**config.mk**
```make
export PLATFORM = sky130hd
export DESIGN_NAME = dmem_access_arbiter
export DESIGN_NICKNAME = d
export VERILOG_FILES = /design/src/rtl/dmem_arb_pkg.sv /design/src/rtl/rr_arbiter2.sv /design/src/rtl/dmem_access_arbiter.sv
export SDC_FILE = /design/constraint.sdc
export NUM_CORES = 1
export LEC_CHECK = 0
export BUFFER_PORTS_ARGS = -buffer_cell sky130_fd_sc_hd__buf_2
export CAP_MARGIN = 20
export CORE_AREA = 5 5 111 113
export CTS_CLUSTER_SIZE = 14
export DETAILED_ROUTE_END_ITERATION = 8
export DIE_AREA = 0 0 116 118
export PLACE_DENSITY = 0.76
export SLEW_MARGIN = 0
export SYNTH_ARGS = -nofsm -noshare
export SYNTH_HDL_FRONTEND = slang
export SYNTH_SLANG_ARGS = --single-unit
```
**constraint.sdc**
```tcl
create_clock -name clk -period 1.5 [get_ports clk]
set_input_delay 0.3 -clock clk [delete_from_list [all_inputs] [get_ports clk]]
set_output_delay 0.3 -clock clk [all_outputs]
set_load 0.02 [all_outputs]
```
**src/rtl/dmem_arb_pkg.sv**
```systemverilog
// Shared definitions for the data-memory access arbiter.
package dmem_arb_pkg;

  localparam int unsigned DEF_AW = 5;
  localparam int unsigned DEF_DW = 32;

  // Arbiter FSM encoding
  typedef enum logic [1:0] {
    ST_IDLE   = 2'd0,
    ST_ACCESS = 2'd1,
    ST_RESP   = 2'd2
  } arb_state_e;

  // Port indices
  localparam logic P_FETCH = 1'b0;
  localparam logic P_LSU   = 1'b1;

endpackage

```
**src/rtl/rr_arbiter2.sv**
```systemverilog
// Two-requester round-robin pick; combinational, evaluated only while the top is idle.
module rr_arbiter2
  import dmem_arb_pkg::*;
(
  input  logic req0_i,
  input  logic req1_i,
  input  logic last_grant_i,
  output logic valid_c_o,
  output logic grant_idx_c_o
);

  // Single requester wins outright; on a tie the port not granted last time wins
  always_comb begin
    valid_c_o     = req0_i | req1_i;
    grant_idx_c_o = P_FETCH;
    if (req0_i && req1_i) begin
      grant_idx_c_o = ~last_grant_i;
    end else if (req1_i) begin
      grant_idx_c_o = P_LSU;
    end
  end

endmodule

```
**src/rtl/dmem_access_arbiter.sv**
```systemverilog
// Shares one data-memory port between the fetch/loader port (0) and the LSU port (1).
// One access in flight; out-of-range addresses complete with an error and no strobe.
module dmem_access_arbiter
  import dmem_arb_pkg::*;
#(
  parameter int unsigned AW         = DEF_AW,
  parameter int unsigned DW         = DEF_DW,
  parameter int unsigned ACC_CYCLES = 1,
  parameter int unsigned MEM_DEPTH  = 16
) (
  input  logic          clk,
  input  logic          rst_n,
  input  logic          p0_req,
  input  logic          p0_we,
  input  logic [AW-1:0] p0_addr,
  input  logic [DW-1:0] p0_wdata,
  output logic          p0_ack,
  output logic          p0_err,
  output logic [DW-1:0] p0_rdata,
  input  logic          p1_req,
  input  logic          p1_we,
  input  logic [AW-1:0] p1_addr,
  input  logic [DW-1:0] p1_wdata,
  output logic          p1_ack,
  output logic          p1_err,
  output logic [DW-1:0] p1_rdata,
  output logic [AW-1:0] mem_addr,
  output logic [DW-1:0] mem_d_in,
  output logic          mem_rd,
  output logic          mem_wr,
  input  logic [DW-1:0] mem_d_out,
  output logic          busy
);

  localparam int unsigned CW  = $clog2(ACC_CYCLES + 1);
  localparam int unsigned AW1 = AW + 1;
  localparam logic [AW:0] DEPTH_LIM = AW1'(MEM_DEPTH);

  arb_state_e    state_q;
  logic          last_grant_q;
  logic          gnt_q;
  logic          we_q;
  logic          err_q;
  logic [CW-1:0] cnt_q;

  logic          arb_valid;
  logic          arb_idx;
  logic          sel_we;
  logic [AW-1:0] sel_addr;
  logic [DW-1:0] sel_wdata;
  logic          sel_err;

  rr_arbiter2 u_rr (
    .req0_i        (p0_req),
    .req1_i        (p1_req),
    .last_grant_i  (last_grant_q),
    .valid_c_o     (arb_valid),
    .grant_idx_c_o (arb_idx)
  );

  // Steer the winning port's request fields and classify its address
  always_comb begin
    sel_we    = p0_we;
    sel_addr  = p0_addr;
    sel_wdata = p0_wdata;
    if (arb_idx == P_LSU) begin
      sel_we    = p1_we;
      sel_addr  = p1_addr;
      sel_wdata = p1_wdata;
    end
    sel_err = ({1'b0, sel_addr} >= DEPTH_LIM);
  end

  // Access FSM with registered memory strobes, responses and read-data holding registers
  always_ff @(posedge clk) begin
    if (!rst_n) begin
      state_q      <= ST_IDLE;
      last_grant_q <= P_LSU;
      gnt_q        <= P_FETCH;
      we_q         <= 1'b0;
      err_q        <= 1'b0;
      cnt_q        <= '0;
      p0_ack       <= 1'b0;
      p0_err       <= 1'b0;
      p0_rdata     <= '0;
      p1_ack       <= 1'b0;
      p1_err       <= 1'b0;
      p1_rdata     <= '0;
      mem_addr     <= '0;
      mem_d_in     <= '0;
      mem_rd       <= 1'b0;
      mem_wr       <= 1'b0;
      busy         <= 1'b0;
    end else begin
      p0_ack <= 1'b0;
      p0_err <= 1'b0;
      p1_ack <= 1'b0;
      p1_err <= 1'b0;
      unique case (state_q)
        ST_IDLE: begin
          if (arb_valid) begin
            gnt_q        <= arb_idx;
            last_grant_q <= arb_idx;
            we_q         <= sel_we;
            err_q        <= sel_err;
            cnt_q        <= CW'(ACC_CYCLES - 1);
            mem_addr     <= sel_addr;
            mem_d_in     <= sel_wdata;
            mem_rd       <= ~sel_we & ~sel_err;
            mem_wr       <= sel_we & ~sel_err;
            busy         <= 1'b1;
            state_q      <= ST_ACCESS;
          end
        end
        ST_ACCESS: begin
          if (cnt_q == '0) begin
            if (!we_q && !err_q) begin
              if (gnt_q == P_LSU) p1_rdata <= mem_d_out;
              else                p0_rdata <= mem_d_out;
            end
            if (gnt_q == P_LSU) begin
              p1_ack <= 1'b1;
              p1_err <= err_q;
            end else begin
              p0_ack <= 1'b1;
              p0_err <= err_q;
            end
            mem_rd  <= 1'b0;
            mem_wr  <= 1'b0;
            state_q <= ST_RESP;
          end else begin
            cnt_q <= cnt_q - CW'(1);
          end
        end
        ST_RESP: begin
          busy    <= 1'b0;
          state_q <= ST_IDLE;
        end
        default: state_q <= ST_IDLE;
      endcase
    end
  end

endmodule

```
==> flow_summary.toml <==
[drt]
first_pass_iters = 5
wl_met1_um = 6203
wl_met3_um = 1755
drt-total-wl_um = 15490
wl_per_cell_um = 16.86
viasPerCell = 5.621
top_layer = "met4"
remaining_drc_errors = 0
met2_length_um = 7326
via_count = 5166
ant_nets = 0
drt_iter0_drc = 551

[clocking]
post_cts_buffers = 0
ctsHtreeMaxLevel = 4
root_buffer = "clkbuf_16"
cts_tree = "done"
path_clk_slew_ns = 0.06
clock_sinks = 113
clk_latency_ns = 0.41
clockBufferDepth = 2
cts_buffers = 17

[synthesis]
syn_inst = 557
yosysUniqueCellTypes = 30
synth_area_sq_mm = 0.004609
syn_nets = 669
yosysSeqAreaShare_pct = 49.08
syn_avg_cell_area_sq_um = 8.275
ys_ff_latch = 113
synthArstFlopShare_pct = 0
synth-main-ff-cell = "dfxtp_1"
synth_warnings = 0
synth_edf_count = 0

[power]
ir_drop_uv = 658.0
p_leak_nw = 2.982
p_per_area_mw_per_mm2 = 1396

[sta]
fmax_mhz = 653.4
clock_skew_ns = 0.01343
finalCritPeriodShare_pct = 102.0
min_period_ns = 1.530
worst_slack_ns = -0.03035
rsz0062_at_grt = "yes"
slew_violations = 0
setup_viol = 1
slew_headroom_pct = 72.46
fin_tns_setup_ns = -0.03035
tightestPinTransition_ns = 0.4131
hold_violations = 0

[finish]
diodes = 0
fillers = 976
area_delta_synth_final_pct = 44.82
fin_nets = 875
finish.utilization_pct = 59.48
most-common-layout-cells = "buf_2 (219), dfxtp_1 (112), a21oi_1 (101)"
final_common_cell = "buf_2"
multiInputGateArea_sq_mm = 0.002079
drive_gt1_share_pct = 39.05
final_cells = 919
fin_area_sq_mm = 0.006675
register_area_sq_mm = 0.002263

[worst_setup_path]
critPathLaunch = "we_q$_SDFFE_PN0P_"
crit_fanout = 32
critPathRequiredTime_ns = 1.78
path_class = "flip-flop to flip-flop"
start_kind = "flip-flop"
end_kind = "flip-flop"
r2r-start = "we_q$_SDFFE_PN0P_"
crit_arrival_ns = 1.81

[placement]
post-dp-hpwl_um = 9944
dpl_worst_slack_ns = -0.1438
gp_congestion = 0.8616
port-buffer-count = 219
place_area_sq_mm = 0.005837
dp_cells = 882

[global_route]
antenna_found_initial = 0
grt_pass1_wl_um = 23230
grt_overflow = 0
grt_pass1_vias = 4939
grt_usage_pct = 20.84
grt_max_degree = 68

[worst_hold_path]
min-delay-path-class = "input port to flip-flop"
min-delay-start = "p0_wdata[14]"

[run]
drv_cap = 0

[die]
core-area_sq_mm = 0.01122
dieArea_sq_mm = 0.01369
die_x_um = 116
rows = 39
die_h_um = 118
start_util_pct = 41.07
ios = 220

[outcome]
violations = "negative setup slack"
status = "finished, violations left"
[metal layers]
layer,track usage [%],vias to the layer above
li1,-,2421
met1,25.49,2400
met2,33.49,323
met3,7.404,22
met4,7.542,0
met5,0,-
[cell usage after synthesis, types with 2 or more instances]
cell,number,area share [%]
a21oi_1,105,11
a311oi_1,38,7.2
and3_1,2,0.27
buf_1,3,0.24
buf_2,20,2.2
buf_4,2,0.33
buf_6,9,2.2
clkbuf_1,27,2.2
dfxtp_1,113,49
inv_1,5,0.41
mux2i_1,2,0.43
nand2_1,78,6.4
nand3_1,66,7.2
nor2_1,5,0.41
nor2b_1,2,0.27
o211ai_1,3,0.49
o21ai_0,5,0.54
o21ai_1,56,6.1
o21ai_2,4,0.76
o41ai_1,2,0.38
[power breakdown]
group / leakage [nW] / switching, W / internal, W / total, W
Sequential: 0.924 / 0.000112 / 0.00321 / 0.00332
Clock: 0.316 / 0.00137 / 0.00305 / 0.00442
Combinational: 1.74 / 0.000977 / 0.000599 / 0.00158
[layout make-up]
class / instances / share of cell area (%)
Clock buffer: 25 / 7.723
Inverter: 6 / 0.3374
Timing Repair Buffer: 247 / 22.04
Sequential cell: 113 / 33.91
Multi-Input combinational cell: 378 / 31.15
Clock inverter: 7 / 2.156
Tap cell: 143 / 2.680
[registers in the layout, indices dropped and copies added, names as in the netlist, 2 cells and up]
register and cells:
mem_addr 5, mem_d_in 32, p0_rdata 32, p1_rdata 32, state_q 2
[worst paths after layout]
| check | to | slack, ns | cells after the start |
|---|---|---|---|
| max | p0_rdata[6]$_SDFFE_PN0P_ | -0.03 | 4 |
| min | mem_d_in[14]$_SDFFE_PN0P_ | 0.15 | 3 |
| max reg2reg | p0_rdata[6]$_SDFFE_PN0P_ | -0.03 | 4 |
| min reg2reg | p1_rdata[2]$_SDFFE_PN0P_ | 0.47 | 2 |
[logic make-up (layout without fill, tap and decap cells)]
| family | count (synthesis) | after routing | synth area share, % |
|---|---|---|---|
| AOI/OAI and AO/OA | 216 | 216 | 27.42 |
| muxes | 2 | 2 | 0.4343 |
| buffers and inverters | 67 | 285 | 7.628 |
| DFF | 113 | 113 | 49.08 |
| and+or+nand+nor | 159 | 160 | 15.45 |
[per-stage QoR]
stage                     total power (W)  hold slack (ns)
final                            0.009315           0.1549
after global routing             0.009689           0.1434
after CTS                        0.009289           0.1358
after detailed placement         0.004826           0.4590
after global placement           0.004785           0.4500
after floorplan                  0.004276           0.3889
[worst max-delay path, stage by stage, from the launching register on]
cell     delay (ns)
dfxtp_1        0.31
or4b_4         0.60
buf_12         0.20
o21ai_1        0.18
a21oi_1        0.10
[repair_timing]
item / CTS / global route
hold endpoints to repair: 0 / 0
setup endpoints to repair: 64 / 78
pin swaps: 0 / 0
hold buffers: 0 / 0
gates resized for setup: 2 / 24
gates cloned: 1 / 4
(Power assumes the default switching activity.)
